## src/rtl/dtw_pkg.sv

```systemverilog
// Shared constants for the DTW result packer: FSM encoding, packet layout, magic tag.
// Latency: n/a (package only).
// Backpressure: n/a (package only).
package dtw_pkg;

  // Packet geometry and header tag
  localparam int          NUMBER_OF_OUTPUT_WORDS = 8;
  localparam logic [15:0] C_MAGIC                = 16'hDA7A;

  // FSM state encoding
  localparam logic [1:0] ST_IDLE  = 2'b00;
  localparam logic [1:0] ST_ACCUM = 2'b01;
  localparam logic [1:0] ST_EMIT  = 2'b10;

  // Word positions inside the result packet
  localparam logic [2:0] W_HDR  = 3'd0;
  localparam logic [2:0] W_MIN1 = 3'd1;
  localparam logic [2:0] W_POS1 = 3'd2;
  localparam logic [2:0] W_MIN2 = 3'd3;
  localparam logic [2:0] W_POS2 = 3'd4;
  localparam logic [2:0] W_COL  = 3'd5;
  localparam logic [2:0] W_CYC  = 3'd6;
  localparam logic [2:0] W_CSUM = 3'd7;

  // Increment that sticks at all-ones instead of wrapping
  function automatic logic [31:0] sat_inc32(input logic [31:0] v);
    return (v == 32'hFFFFFFFF) ? v : v + 32'd1;
  endfunction

endpackage

```

## src/rtl/dtw_min2_tracker.sv

```systemverilog
// Tracks the smallest and second-smallest score seen, with their positions.
// Latency: 1 cycle from update/clear to the new values on the outputs.
// Backpressure: none; an update is applied on every cycle upd is high.
// Ports: clk/rst (sync active-high), clear, upd + score/pos in; min1/pos1/min2/pos2 out.
module dtw_min2_tracker
  import dtw_pkg::*;
#(
  parameter int W = 32
) (
  input  logic         clk,
  input  logic         rst,
  input  logic         clear,
  input  logic         upd,
  input  logic [W-1:0] score,
  input  logic [W-1:0] pos,
  output logic [W-1:0] min1,
  output logic [W-1:0] pos1,
  output logic [W-1:0] min2,
  output logic [W-1:0] pos2
);

  always_ff @(posedge clk) begin
    if (rst || clear) begin
      min1 <= '1;
      min2 <= '1;
      pos1 <= '0;
      pos2 <= '0;
    end else if (upd) begin
      // Strict compares: on a tie with min1 the earlier position keeps the top slot
      if (score < min1) begin
        min2 <= min1;
        pos2 <= pos1;
        min1 <= score;
        pos1 <= pos;
      end else if (score < min2) begin
        min2 <= score;
        pos2 <= pos;
      end
    end
  end

endmodule

```

## src/rtl/dtw_result_packer.sv

```systemverilog
// Collects per-column DTW scores for one query and writes an 8-word result packet to the output FIFO.
// Latency: packet emission starts the cycle after the last score is accepted; one word per non-full cycle.
// Backpressure: score_ready low while emitting; dtw_fifo_full stalls emission with word and data held.
// Ports: ACLK/ARESET; score_valid/ready/data/last + query_id in; dtw_fifo_wren/din out, dtw_fifo_full in;
//        busy and packet_count status out.
module dtw_result_packer
  import dtw_pkg::*;
#(
  parameter int          C_S_AXIS_TDATA_WIDTH   = 32,
  parameter int          NUMBER_OF_OUTPUT_WORDS = dtw_pkg::NUMBER_OF_OUTPUT_WORDS,
  parameter logic [15:0] C_MAGIC                = dtw_pkg::C_MAGIC
) (
  input  logic                            ACLK,
  input  logic                            ARESET,
  input  logic                            score_valid,
  output logic                            score_ready,
  input  logic [C_S_AXIS_TDATA_WIDTH-1:0] score_data,
  input  logic                            score_last,
  input  logic [15:0]                     query_id,
  output logic                            dtw_fifo_wren,
  output logic [C_S_AXIS_TDATA_WIDTH-1:0] dtw_fifo_din,
  input  logic                            dtw_fifo_full,
  output logic                            busy,
  output logic [15:0]                     packet_count
);

  localparam int         DW       = C_S_AXIS_TDATA_WIDTH;
  localparam logic [2:0] LAST_IDX = 3'(NUMBER_OF_OUTPUT_WORDS - 1);

  logic [1:0]    state;
  logic [15:0]   qid;
  logic [DW-1:0] col;
  logic [DW-1:0] cyc;
  logic [2:0]    word_idx;

  logic          accept;
  logic          wr;
  logic          pkt_done;
  logic [DW-1:0] trk_pos;
  logic [DW-1:0] min1, pos1, min2, pos2;
  logic [DW-1:0] hdr, csum;

  assign score_ready   = (state != ST_EMIT);
  assign accept        = score_valid && score_ready;
  assign wr            = (state == ST_EMIT) && !dtw_fifo_full;
  assign pkt_done      = wr && (word_idx == LAST_IDX);
  assign dtw_fifo_wren = wr;
  assign busy          = (state != ST_IDLE);

  // The first score of a query is position 0; col already counts columns accepted so far
  assign trk_pos = (state == ST_IDLE) ? '0 : col;

  dtw_min2_tracker #(.W(DW)) u_tracker (
    .clk   (ACLK),
    .rst   (ARESET),
    .clear (pkt_done),
    .upd   (accept),
    .score (score_data),
    .pos   (trk_pos),
    .min1  (min1),
    .pos1  (pos1),
    .min2  (min2),
    .pos2  (pos2)
  );

  always_ff @(posedge ACLK) begin
    if (ARESET) begin
      state        <= ST_IDLE;
      qid          <= '0;
      col          <= '0;
      cyc          <= '0;
      word_idx     <= '0;
      packet_count <= '0;
    end else begin
      case (state)
        ST_IDLE: begin
          if (accept) begin
            qid   <= query_id;
            col   <= DW'(1);
            cyc   <= DW'(1);
            state <= score_last ? ST_EMIT : ST_ACCUM;
          end
        end
        ST_ACCUM: begin
          // cyc measures wall-clock span of the query, so it counts idle cycles too
          cyc <= sat_inc32(cyc);
          if (accept) begin
            col <= sat_inc32(col);
            if (score_last) state <= ST_EMIT;
          end
        end
        ST_EMIT: begin
          if (wr) begin
            if (pkt_done) begin
              state        <= ST_IDLE;
              word_idx     <= '0;
              packet_count <= packet_count + 16'd1;
              qid          <= '0;
              col          <= '0;
              cyc          <= '0;
            end else begin
              word_idx <= word_idx + 3'd1;
            end
          end
        end
        default: state <= ST_IDLE;
      endcase
    end
  end

  assign hdr  = {C_MAGIC, qid};
  assign csum = hdr ^ min1 ^ pos1 ^ min2 ^ pos2 ^ col ^ cyc;

  // Fields are frozen during EMIT, so the selected word is stable across full stalls
  always_comb begin
    dtw_fifo_din = '0;
    if (state == ST_EMIT) begin
      case (word_idx)
        W_HDR:   dtw_fifo_din = hdr;
        W_MIN1:  dtw_fifo_din = min1;
        W_POS1:  dtw_fifo_din = pos1;
        W_MIN2:  dtw_fifo_din = min2;
        W_POS2:  dtw_fifo_din = pos2;
        W_COL:   dtw_fifo_din = col;
        W_CYC:   dtw_fifo_din = cyc;
        W_CSUM:  dtw_fifo_din = csum;
        default: dtw_fifo_din = '0;
      endcase
    end
  end

endmodule

```

## config.mk

```make
export PLATFORM = sky130hd
export DESIGN_NAME = dtw_result_packer
export DESIGN_NICKNAME = d
export VERILOG_FILES = /design/src/rtl/dtw_pkg.sv /design/src/rtl/dtw_min2_tracker.sv /design/src/rtl/dtw_result_packer.sv
export SDC_FILE = /design/constraint.sdc
export NUM_CORES = 1
export LEC_CHECK = 0
export BUFFER_PORTS_ARGS = -buffer_cell sky130_fd_sc_hd__clkbuf_2
export CAP_MARGIN = 20
export CORE_ASPECT_RATIO = 0.8
export CORE_MARGIN = 2
export CORE_UTILIZATION = 35
export CTS_CLUSTER_SIZE = 10
export DETAILED_ROUTE_END_ITERATION = 12
export SYNTH_ARGS = -nofsm -noshare
export SYNTH_HDL_FRONTEND = slang
export SYNTH_HIERARCHICAL = 1
export SYNTH_SLANG_ARGS = --single-unit
```

## constraint.sdc

```tcl
create_clock -name ACLK -period 4.6 [get_ports ACLK]
set_clock_uncertainty 0.1 [all_clocks]
set_input_delay 0.92 -clock ACLK [delete_from_list [all_inputs] [get_ports ACLK]]
set_output_delay 0.92 -clock ACLK [all_outputs]
set_load 0.02 [all_outputs]
```

### Word-level counts from Yosys, hierarchy flattened

Cells that the tools add are included.

| storage, ports and cells | value |
|---|---|
| register bits | 229 |
| latch bits | 0 |
| memory bits (writable) | 0 |
| bits in read-only memories | 0 |
| input bits | 53 |
| output and inout bits | 51 |
| logic and storage cells | 87 |
| memories | 0 |

| cells by class | value |
|---|---|
| $add $sub $neg | 4 |
| multipliers | 0 |
| divide/modulo/power cells | 0 |
| order comparisons | 2 |
| equality and inequality tests | 19 |
| shifts and indexed selects | 0 |
| mux-type cells | 27 |
| bitwise gates (word level) | 6 |
| reductions and logical operators | 19 |

Operators by type and width:

| kind | count |
|---|---|
| $mux W32 | 12 |
| $pmux W32 S8 | 1 |
| $pmux W32 S3 | 2 |
| $xor A32 B32 Y32 | 6 |
| $add A32 B1 Y32 const B | 2 |
| $eq A32 B32 Y1 const B | 2 |
| $lt A32 B32 Y1 | 2 |
| $mux W16 | 3 |
| $pmux W16 S2 | 1 |
| $add A16 B1 Y16 const B | 1 |
| $ne A2 B2 Y1 const B | 7 |
| $eq A3 B3 Y1 const B | 4 |
| $mux W2 | 6 |
| $reduce_and A5 Y1 | 2 |
| $eq A3 B2 Y1 const B | 2 |
| $pmux W2 S3 | 1 |
| $reduce_and A2 Y1 | 3 |
| $reduce_and A6 Y1 | 1 |
| $reduce_bool A2 Y1 | 3 |
| $reduce_and A4 Y1 | 1 |
| $add A3 B1 Y3 const B | 1 |
| $eq A3 B1 Y1 const B | 1 |
| $logic_and A1 B1 Y1 | 3 |
| $logic_not A3 Y1 | 1 |
| other kinds (9) | 9 |

### Depth between registers and ports, before layout

Gate-level depths: netlist of run 1.

| depth | value |
|---|---|
| depth in word-level cells | 8 |
| depth in mapped cells | 12 |
| mapped depth without buffers | 9 |

### Cells and area by module

The synthesis of run 1 kept the hierarchy.

By module, submodules not included:

| module | instances | cells each | area an instance (um2) | sequential area each (um2) |
|---|---|---|---|---|
| dtw_result_packer | 1 | 1092 | 8510.7 | 2021.9 |
| dtw_min2_tracker | 1 | 818 | 6976.7 | 2562.5 |

### Worst setup path after synthesis of run 1

No wires, ideal clock.

| path | value |
|---|---|
| path type | register to output |
| start | register word_idx[2] |
| end | output dtw_fifo_din[25] |
| arrival time | 3.355 ns |
| required time | 3.580 ns |
| path slack | 0.225 ns |
| cell stages (with the launch flop) | 11 |
| path buffers | 4 |
| path through | dfxtp_1 > buf_1 > clkbuf_1 > clkinv_1 > ha_1 > clkbuf_1 > or4_1 > nor2_1 > clkbuf_1 > a221oi_1 > a31oi_1 |

| on the way | value |
|---|---|
| word-level cells in the longest chain between the ends | 3 |
| elaborated cells on any way between the ends | 10 |
| classes of those cells | 7 x eq/ne; 2 x mux; 1 x reduce/logical |

Ends and longest elaborated chain:

| what | RTL line | source |
|---|---|---|
| start: declaration | dtw_result_packer.sv:34 | `logic [2:0] word_idx;` |
| start signal: assignment | dtw_result_packer.sv:102 | `word_idx <= word_idx + 3'd1;` |
| $eq A3 B3 Y1 (tied with other cells) | dtw_result_packer.sv:118 | `case (word_idx)` |
| $pmux W32 S8 (*) | dtw_result_packer.sv:118 |  |
| $mux W32 (*) | dtw_result_packer.sv:117 | `if (state == ST_EMIT) begin` |
| end: declaration | dtw_result_packer.sv:21 | `output logic [C_S_AXIS_TDATA_WIDTH-1:0] dtw_fifo_din,` |

Every way passes the cells marked *; elsewhere a longest branch is shown, timed or not.

### Worst setup path in the final report of run 1

| path | value |
|---|---|
| start | register word_idx[0] |
| end | output dtw_fifo_din[0] |

Same word-level chain as after synthesis.

==> flow_metrics.env, run 1 <==
export IMPL_cap_violations=0
export IMPL_route_detailed_drc=0
export IMPL_synthArstFlopShare=0
export IMPL_clk_path_buf_depth=3
export IMPL_wire_per_inst_um=20.2
export IMPL_slew_headroom=0.294
export IMPL_coreArea_um2=43400
export IMPL_finalWirelength_um=50900
export IMPL_critPathCaptureType="output port"
export IMPL_cts_buffers=29
export IMPL_regArea_um2=4590
export IMPL_multiInputGateArea_um2=9880
export IMPL_cts_tree="built"
export IMPL_hp_start="qid[10]"
export IMPL_vias_per_cell=5.78
export IMPL_rows=68
export IMPL_dp_hpwl_um=36100
export IMPL_cp_startpoint="word_idx[0]"
export IMPL_dieArea_um2=46000
export IMPL_fin_crit_ns=4.37
export IMPL_grt_pass1_vias=13600
export IMPL_clockPowerShare=0.368
export IMPL_critPathMaxFanout=16
export IMPL_clk_pin_slew_ns=0.06
export IMPL_mostFrequentLayoutCells="dfxtp_1, nand2_1, xnor2_1"
export IMPL_synth_edff_count=0
export IMPL_tightestPinTransition_ns=1.06
export IMPL_portBuffers=103
export IMPL_gr_usage_all_layers=0.217
export IMPL_dpl_cell_area_um2=16500
export IMPL_cp_start_kind="flip-flop"
export IMPL_pwr_share_comb=0.244
export IMPL_ys_types=73
export IMPL_cts_resized=0
export IMPL_crit_type="flip-flop to output port"
export IMPL_synth_ff_type="dfxtp_1"
export IMPL_intPower_uw=4040
export IMPL_slowest_delay_ns=0.71
export IMPL_ys_warn_count=6
export IMPL_synth_nets=2037
export IMPL_status="complete, no violations"
export IMPL_die_w_um=239
export IMPL_fin_setup_tns_ns=0
export IMPL_crit_buf_inv=3
export IMPL_cts_hold_buf=0
export IMPL_grt_overflow=0
export IMPL_hp_class="flip-flop to flip-flop"
export IMPL_drv_slew=0
export IMPL_final_nets=2073
export IMPL_netlist_area_um2=15500
export IMPL_clkSinkCount=229
export IMPL_cp_slowest_cell="and2_1"
export IMPL_design_area_um2=17300
export IMPL_critical_path_top_delay_family="simple AND/OR/NAND/NOR gates"
export IMPL_seqPwrFrac=0.388
export IMPL_rsz0062_at_grt="false"
export IMPL_cp_required_ns=3.58
export IMPL_switching_share=0.327
export IMPL_post_cts_buffers=0
export IMPL_hold_viol_final=0
export IMPL_start_util=0.357
export IMPL_fmax_mhz=229
export IMPL_setup_viol=0
export IMPL_p_per_area_nw_per_um2=346
export IMPL_crit_arrival_ns=3.35
export IMPL_syn_inst=1910
export IMPL_fp_dieH_um=192
export IMPL_power_switching_uw=1970
export IMPL_clockRootBuffer="clkbuf_16"
export IMPL_layout_drive_gt1_share=0.132
export IMPL_ys_ff_latch=229
export IMPL_antenna_found_initial=0
export IMPL_grt_start_max_net_pins=65
export IMPL_seq_area_frac_synth=0.296
export IMPL_drt_pass1_iter_count=5
export IMPL_p_leak_uw=0.00659
export IMPL_synthToLayoutAreaGrowth_pct=12.0
export IMPL_cts_max_level=1
export IMPL_grt_pass1_wl_um=78500
export IMPL_syn_avg_cell_area_um2=8.11
export IMPL_final_common_cell="dfxtp_1"
export IMPL_irDropWorstVdd_v=0.000277
export IMPL_worst_skew_pair_late_latency_ns=0.57
export IMPL_fill_cells=4457
export IMPL_cp_cell_sequence="inv_1 -> ha_1 -> and2_1 -> nor2_2 -> buf_4 -> a221oi_1 -> nor2_1 -> clkbuf_2"
export IMPL_dr_first_iter_drc_count=1209
export IMPL_num_io_pins=104
export IMPL_ant_nets=0
export IMPL_antenna_cells=0
export IMPL_finalCritPeriodShare=0.949
export IMPL_dr_total_vias=14600
export IMPL_rr_startpoint="u_tracker/min1[25]"
export IMPL_gp_congestion=0.875
per-layer routing:
metal,share of wire,GRT usage,up-vias
met5,0,0,-
met2,0.44,0.343,521
li1,-,-,6949
met4,0.028,0.0644,0
met3,0.073,0.0412,83
met1,0.46,0.300,7017
Yosys cell counts, types with 6 or more instances:
cell type	count	share of area
and2_1	7	0.0028
clkbuf_1	91	0.022
a222oi_1	10	0.0065
a211oi_1	101	0.049
nand3_1	65	0.021
nor3_1	8	0.0026
nand4_1	29	0.012
nor4_1	8	0.0032
buf_2	35	0.011
nand2b_1	6	0.0024
and4_1	10	0.0057
or3_1	29	0.012
o21ai_0	42	0.014
nand2_1	194	0.047
ha_1	74	0.060
a21oi_1	157	0.051
a221oi_1	24	0.014
o211ai_1	32	0.016
mux2_2	36	0.026
nor2_1	106	0.026
buf_6	7	0.0051
xor2_1	23	0.013
o2111ai_1	6	0.0034
dfxtp_1	229	0.30
mux2i_1	66	0.043
a21boi_0	10	0.0048
nor2b_1	34	0.014
xnor2_1	168	0.095
or4_1	24	0.012
a21oi_2	11	0.0062
o31ai_1	21	0.010
a22oi_1	43	0.021
a21o_1	10	0.0048
inv_1	107	0.026
a31oi_1	22	0.0089
final timing paths:
kind	depth (start not counted)	end	slack, ns
hold reg to reg	2	qid[10]	0.38
hold / removal	2	qid[10]	0.38
setup reg to reg	10	u_tracker/pos2[29]	1.19
setup / recovery	8	dtw_fifo_din[0]	0.23
flip-flops by register name, summed over array words and instances (netlist names):
signal / count
u_tracker/pos1: 32
u_tracker/min2: 32
u_tracker/pos2: 32
state: 2
qid: 16
cyc: 32
word_idx: 3
col: 32
packet_count: 16
u_tracker/min1: 32
worst register-to-register path: cells and delay by family, from the launching register on:
kind | cells | cell delay (ns)
and+or+nand+nor | 1 | 0.30
buffers and inverters | 2 | 0.50
adders and majority gates | 1 | 0.31
DFF | 1 | 0.49
AOI/OAI and AO/OA | 6 | 1.56
area by class of cell:
cell class | count | area share
repair buffers | 146 | 0.0512
flip-flops and latches | 229 | 0.264
clock inverters | 5 | 0.00476
multi-input cells | 1430 | 0.570
clock buffers | 39 | 0.0457
inverters | 110 | 0.0238
well taps | 560 | 0.0404
through the flow:
| stage | power, uW | cells | hold slack [ns] | utilization | setup WS [ns] |
|---|---|---|---|---|---|
| final | 6010 | 2519 | 0.380 | 0.400 | 0.234 |
| after global routing | 6290 | 2519 | 0.412 | 0.400 | 0.0639 |
| after CTS | 6040 | 2519 | 0.381 | 0.400 | 0.326 |
| after detailed placement | 3810 | 2475 | 0.373 | 0.380 | 0.812 |
| after global placement | 3780 | 2475 | 0.374 | 0.380 | 0.829 |
| after floorplan | 3400 | 1910 | 0.357 | - | 0.225 |
logic make-up (layout without fill, tap and decap cells):
kind of cell / after synthesis / in the layout / synth area share
XOR/XNOR: 191 / 191 / 0.108
buffers and inverters: 251 / 300 / 0.0682
adder cells (fa/ha/maj): 74 / 74 / 0.0598
AND/OR/NAND/NOR: 547 / 547 / 0.174
AO/OA/AOI/OAI: 515 / 515 / 0.224
multiplexers: 103 / 103 / 0.0703
flip-flops: 229 / 229 / 0.296
power groups by stage:
stage                     registers (uW)  logic, uW  clock network (uW)
after global routing                2350       1610                2330
after detailed placement            2370       1440                   0
final                               2330       1470                2210
after CTS                           2330       1450                2260
after global placement              2370       1410                   0
after floorplan                     2290       1120                   0
(Power assumes the default switching activity.)
==> run 2: changes to the inputs <==
--- a/config.mk
+++ b/config.mk
@@ -5,6 +5,7 @@
 export SDC_FILE = /design/constraint.sdc
 export NUM_CORES = 1
 export LEC_CHECK = 0
+export ABC_AREA = 1
 export BUFFER_PORTS_ARGS = -buffer_cell sky130_fd_sc_hd__clkbuf_2
 export CAP_MARGIN = 20
 export CORE_ASPECT_RATIO = 0.8
==> run 2 against run 1 <==
- register-to-register slack got worse by 0.59 ns
- non-clock buffer count is 7 lower
- critical path depth grew 3
- combinational power is 130% higher
- global-route usage grew 3.4 points
- sequential share of layout area shrank 2.8 points
- core utilization down 0.92 points
- fmax is 0.45% lower
- sequential power rose by 14%
- critical path type unchanged
- critical endpoint is now dtw_fifo_din[11]
- largest power group is now combinational cells
- highest routed layer unchanged
==> flow_metrics.env, run 2 <==
export IMPL_die_w_um=254
export IMPL_layout_drive_gt1_share=0.0760
export IMPL_p_leak_uw=0.00861
export IMPL_cts_tree="built"
export IMPL_cap_violations=0
export IMPL_critPathCaptureType="output port"
export IMPL_hp_class="flip-flop to flip-flop"
export IMPL_clk_pin_slew_ns=0.06
export IMPL_slowest_delay_ns=0.43
export IMPL_synth_area_top_cells="dfxtp_1, nand2_1, nand3_1, nor2_1, inv_1"
export IMPL_synth_top_area_cell="dfxtp_1"
export IMPL_cts_hold_buf=0
export IMPL_gp_congestion=0.967
export IMPL_design_area_um2=19400
export IMPL_yosysMostFrequentCell="nand2_1"
export IMPL_dpl_cell_area_um2=18400
export IMPL_portBuffers=103
export IMPL_fin_crit_ns=4.39
export IMPL_grt_overflow=0
export IMPL_rsz0062_at_grt="false"
export IMPL_cp_cell_sequence="inv_1 -> ha_1 -> buf_4 -> nand2_2 -> nand3_1 -> buf_4 -> clkinv_1 -> buf_4 -> nor3_1 -> a21oi_1 -> clkbuf_2"
export IMPL_synthArstFlopShare=0
export IMPL_start_util=0.354
export IMPL_rows=73
export IMPL_hold_viol_final=0
export IMPL_power_uw=8370
export IMPL_ys_ff_latch=229
export IMPL_p_per_area_nw_per_um2=432
export IMPL_irDropWorstVdd_v=0.000284
export IMPL_top_layer_used="met4"
export IMPL_cp_required_ns=3.58
export IMPL_fmax_mhz=228
export IMPL_slew_headroom=0.310
export IMPL_num_io_pins=104
export IMPL_dieArea_um2=51900
export IMPL_clk_path_buf_depth=3
export IMPL_synth_edff_count=0
export IMPL_crit_arrival_ns=3.37
export IMPL_wl_met3_um=5550
export IMPL_cts_max_level=1
export IMPL_wl_met1_um=30900
export IMPL_synthToLayoutAreaGrowth_pct=10.4
export IMPL_coreArea_um2=49600
export IMPL_regArea_um2=4580
export IMPL_drv_slew=0
export IMPL_ant_nets=0
export IMPL_cp_start_kind="flip-flop"
export IMPL_grt_start_max_net_pins=129
export IMPL_dr_total_vias=18400
export IMPL_dp_cells=3543
export IMPL_clockRootBuffer="clkbuf_16"
export IMPL_yosys_top_cells_count="nand2_1, nand3_1, nor2_1"
export IMPL_crit_type="flip-flop to output port"
export IMPL_vias_per_cell=5.11
export IMPL_crit_buf_inv=6
export IMPL_yosys_area_top_type_share=0.261
export IMPL_fill_cells=5377
export IMPL_syn_inst=2888
export IMPL_cp_slowest_cell="buf_4"
export IMPL_synth_nets=3015
export IMPL_ys_warn_count=6
export IMPL_synth_ff_type="dfxtp_1"
export IMPL_gr_usage_all_layers=0.251
export IMPL_seq_area_frac_synth=0.261
export IMPL_ys_types=44
export IMPL_netlist_area_um2=17500
export IMPL_worst_skew_pair_late_latency_ns=0.60
export IMPL_cp_common_cell="buf_4"
export IMPL_dp_hpwl_um=45600
export IMPL_finalCritPeriodShare=0.953
export IMPL_critical_path_top_delay_family="buffers and inverters"
export IMPL_multiInputGateArea_um2=11200
export IMPL_finalWirelength_um=66100
export IMPL_clkSinkCount=229
export IMPL_cts_buffers=30
export IMPL_grt_pass1_vias=16500
export IMPL_critPathMaxFanout=26
export IMPL_final_common_cell="nand2_1"
export IMPL_mostFrequentLayoutCells="nand2_1, nand3_1, nor2_1"
export IMPL_setup_viol=0
export IMPL_final_nets=3027
export IMPL_fp_dieH_um=204
export IMPL_status="complete, no violations"
export IMPL_syn_avg_cell_area_um2=6.07
export IMPL_tightestPinTransition_ns=1.03
export IMPL_drt_pass1_iter_count=5
export IMPL_antenna_found_initial=1
export IMPL_fin_setup_tns_ns=0
export IMPL_dr_wl_met2_um=27800
export IMPL_grt_pass1_wl_um=101000
export IMPL_final_cells=3597
export IMPL_route_detailed_drc=0
export IMPL_wire_per_inst_um=18.4
export IMPL_dr_first_iter_drc_count=1574
[run 2: cell families after synthesis]
| family | count (synthesis) | synth area share |
|---|---|---|
| adder cells (fa/ha/maj) | 74 | 0.0528 |
| AND/OR/NAND/NOR | 1697 | 0.402 |
| buffers and inverters | 427 | 0.103 |
| XOR/XNOR | 146 | 0.0729 |
| flip-flops | 229 | 0.261 |
| AO/OA/AOI/OAI | 315 | 0.107 |
[run 2: metrics by stage]
step / hold WS (ns) / utilization / worst slack, ns
2_1_floorplan: 0.356 / - / 1.70
3_3_place_gp: 0.376 / 0.371 / 0.782
3_5_place_dp: 0.380 / 0.371 / 0.742
4_1_cts: 0.393 / 0.390 / 0.110
5_1_grt: 0.435 / 0.391 / 0.101
6_report: 0.396 / 0.391 / 0.215
[run 2: worst min-delay path: stages (launching register included)]
cell and delay, ns:
dfxtp_1 0.33, nand2_1 0.07, a21oi_1 0.05
[run 2: per-layer routing]
layer,GRT usage,vias up
met5,0,-
met4,0.0763,0
met3,0.0394,111
li1,-,9304
met2,0.377,689
met1,0.367,8277
[run 2: power breakdown]
group	leakage, uW	switching [uW]	internal, uW	total (uW)
Sequential	0.00187	412	2240	2660
Combinational	0.00627	2320	1080	3400
Clock	0.000464	977	1340	2310
[run 2: timing repair]
| action | in CTS | in global routing |
|---|---|---|
| resized for setup | 0 | 2 |
| endpoints found under the setup margin | 0 | 24 |
| buffers inserted | 0 | 0 |
[run 2: final timing paths]
check	start	end	slack, ns	cells past startpoint
hold / removal	state[1]	state[1]	0.40	2
hold reg to reg	state[1]	state[1]	0.40	2
setup / recovery	word_idx[0]	dtw_fifo_din[11]	0.21	11
setup reg to reg	state[0]	col[16]	0.60	11
[run 2: final cells by class]
type                            count  area share
Tap cell                          675      0.0436
Clock buffer                       48      0.0469
Clock inverter                      4     0.00181
Inverter                          268      0.0521
Timing Repair Buffer              139      0.0419
Sequential cell                   229       0.237
Multi-Input combinational cell   2232       0.577
Antenna cell                        2    0.000258
==> run 3: changes to the inputs <==
--- a/config.mk
+++ b/config.mk
@@ -15,5 +15,4 @@
 export DETAILED_ROUTE_END_ITERATION = 12
 export SYNTH_ARGS = -nofsm -noshare
 export SYNTH_HDL_FRONTEND = slang
-export SYNTH_HIERARCHICAL = 1
 export SYNTH_SLANG_ARGS = --single-unit
==> run 3 against run 2 <==
- non-clock buffer count down 6
- count of clock-buffer cells in the layout down 5
- critical path depth down 2
- global-route usage about the same
- synthesized cell count down 13%
- largest power group unchanged
- highest routed layer unchanged
==> flow_metrics.env, run 3 <==
export IMPL_cp_cell_sequence="inv_1 -> ha_1 -> nor3_1 -> inv_2 -> buf_4 -> o21ai_0 -> a2111oi_0 -> a21oi_1 -> clkbuf_2"
export IMPL_dp_cells=3128
export IMPL_crit_type="flip-flop to output port"
export IMPL_synthMuxAreaShare=0
export IMPL_synth_xor_area_share=0.0873
export IMPL_cts_max_level=1
export IMPL_drv_slew=0
export IMPL_synth_edff_count=0
export IMPL_layout_drive_gt1_share=0.0902
export IMPL_met1_usage=0.356
export IMPL_wire_per_inst_um=19.6
export IMPL_fmax_mhz=233
export IMPL_hp_class="flip-flop to flip-flop"
export IMPL_grt_start_max_net_pins=97
export IMPL_vias_per_cell=5.43
export IMPL_post_cts_buffers=0
export IMPL_cp_slowest_cell="nor3_1"
export IMPL_drt_pass1_iter_count=6
export IMPL_coreArea_um2=45800
export IMPL_final_cells=3172
export IMPL_cts_buffers=28
export IMPL_yosys_area_share_simple=0.344
export IMPL_grt_pass1_vias=16000
export IMPL_cts_tree="built"
export IMPL_finalWirelength_um=62100
export IMPL_fin_setup_tns_ns=0
export IMPL_setup_viol=0
export IMPL_synth_nets=2645
export IMPL_dp_hpwl_um=44400
export IMPL_fp_dieH_um=197
export IMPL_netlist_area_um2=16300
export IMPL_clk_path_buf_depth=3
export IMPL_rsz0062_at_grt="false"
export IMPL_synth_area_top_cells="dfxtp_1, nand2_1, nand3_1, nor2_1, ha_1"
export IMPL_grt_overflow=0
export IMPL_slowest_delay_ns=0.52
export IMPL_synthToLayoutAreaGrowth_pct=10.9
export IMPL_portBuffers=103
export IMPL_crit_arrival_ns=3.27
export IMPL_synth_top_area_cell="dfxtp_1"
export IMPL_route_detailed_drc=0
export IMPL_worst_skew_pair_late_latency_ns=0.58
export IMPL_num_io_pins=104
export IMPL_gr_usage_all_layers=0.252
export IMPL_syn_inst=2518
export IMPL_cp_required_ns=3.58
export IMPL_grt_busiest_layer="met2"
export IMPL_ant_nets=0
export IMPL_start_util=0.355
export IMPL_critPathMaxFanout=21
export IMPL_synthArstFlopShare=0
export IMPL_grt_pass1_wl_um=94900
export IMPL_use_met3=0.0479
export IMPL_clockRootBuffer="clkbuf_16"
export IMPL_ys_types=50
export IMPL_dr_total_vias=17200
export IMPL_yosysMostFrequentCell="nand2_1"
export IMPL_gp_congestion=0.931
export IMPL_irDropWorstVdd_v=0.000246
export IMPL_power_uw=8940
export IMPL_synth_top_family_by_area="simple AND/OR/NAND/NOR gates"
export IMPL_post_route_util=0.393
export IMPL_cts_resized=0
export IMPL_antenna_cells=0
export IMPL_p_leak_uw=0.00760
export IMPL_fin_crit_ns=4.29
export IMPL_clk_pin_slew_ns=0.07
export IMPL_critPathCaptureType="output port"
export IMPL_final_common_cell="nand2_1"
export IMPL_ys_ff_latch=229
export IMPL_yosys_area_top_type_share=0.282
export IMPL_finalCritPeriodShare=0.933
export IMPL_p_per_area_nw_per_um2=496
export IMPL_cap_violations=0
export IMPL_syn_avg_cell_area_um2=6.46
export IMPL_yosys_area_share_adder=0.0570
export IMPL_status="complete, no violations"
export IMPL_die_w_um=245
export IMPL_yosys_top_cells_count="nand2_1, nand3_1, nor2_1"
export IMPL_synth_compound_area_frac=0.134
export IMPL_final_nets=2673
export IMPL_clkSinkCount=229
export IMPL_dp_slack_ns=0.765
export IMPL_mostFrequentLayoutCells="nand2_1, nand3_1, nor2_1"
export IMPL_setup_ws_ns=0.307
export IMPL_cts_hold_buf=0
export IMPL_synth_ff_type="dfxtp_1"
export IMPL_cp_start_kind="flip-flop"
export IMPL_grt_util_met2=0.383
export IMPL_ys_warn_count=0
export IMPL_slew_headroom=0.236
export IMPL_dieArea_um2=48200
export IMPL_rows=70
export IMPL_dr_first_iter_drc_count=1831
export IMPL_seq_area_frac_synth=0.282
export IMPL_antenna_found_initial=0
export IMPL_tightestPinTransition_ns=1.14
export IMPL_hold_viol_final=0
run 3: layout make-up:
class / count / area, um2
fill: 4862 / 27800
tap: 612 / 766
sequential: 229 / 4580
inverter: 235 / 882
multi-input combinational: 1919 / 10200
clock inverter: 1 / 5.00
clock buffer: 43 / 818
timing repair buffer: 133 / 816
run 3: worst paths after layout:
path,slack [ns],startpoint,end,cells past startpoint
max reg2reg,0.98,state[0],cyc[6],10
min,0.39,state[1],state[1],2
min reg2reg,0.39,state[1],state[1],2
max,0.31,word_idx[1],dtw_fifo_din[12],9
run 3: critical path: cells and delay by family, from the launching register on:
kind | cells | cell delay, ns
AND/OR/NAND/NOR | 1 | 0.52
flip-flops | 1 | 0.40
adder cells (fa/ha/maj) | 1 | 0.21
AO/OA/AOI/OAI | 3 | 0.52
buffers and inverters | 4 | 1.04
run 3: report_power, final:
group / internal, uW / total [uW] / leakage [uW] / switching (uW)
logic: 1260 / 4210 / 0.00533 / 2960
registers: 2300 / 2610 / 0.00187 / 313
clock network: 1200 / 2120 / 0.000402 / 920
total: 4750 / 8940 / 0.00760 / 4190
run 3: logic make-up (layout without fill, tap and decap cells):
| group | count (synthesis) | in the layout |
|---|---|---|
| DFF | 229 | 229 |
| AOI/OAI and AO/OA | 383 | 383 |
| and+or+nand+nor | 1300 | 1300 |
| adders and majority gates | 74 | 74 |
| xor gates and xnor gates | 162 | 162 |
| buffers and inverters | 370 | 412 |
run 3: routing by layer:
layer	wire length (um)	part of all wire
met1	28200	0.45
met4	2030	0.033
met5	0	0
met3	5490	0.088
met2	26400	0.43
run 3: metrics by stage:
step	hold slack, ns	cell area, um2
final	0.387	18000
after global routing	0.401	18000
after CTS	0.388	18000
after detailed placement	0.379	17200
after global placement	0.360	17200
after floorplan	0.358	16300
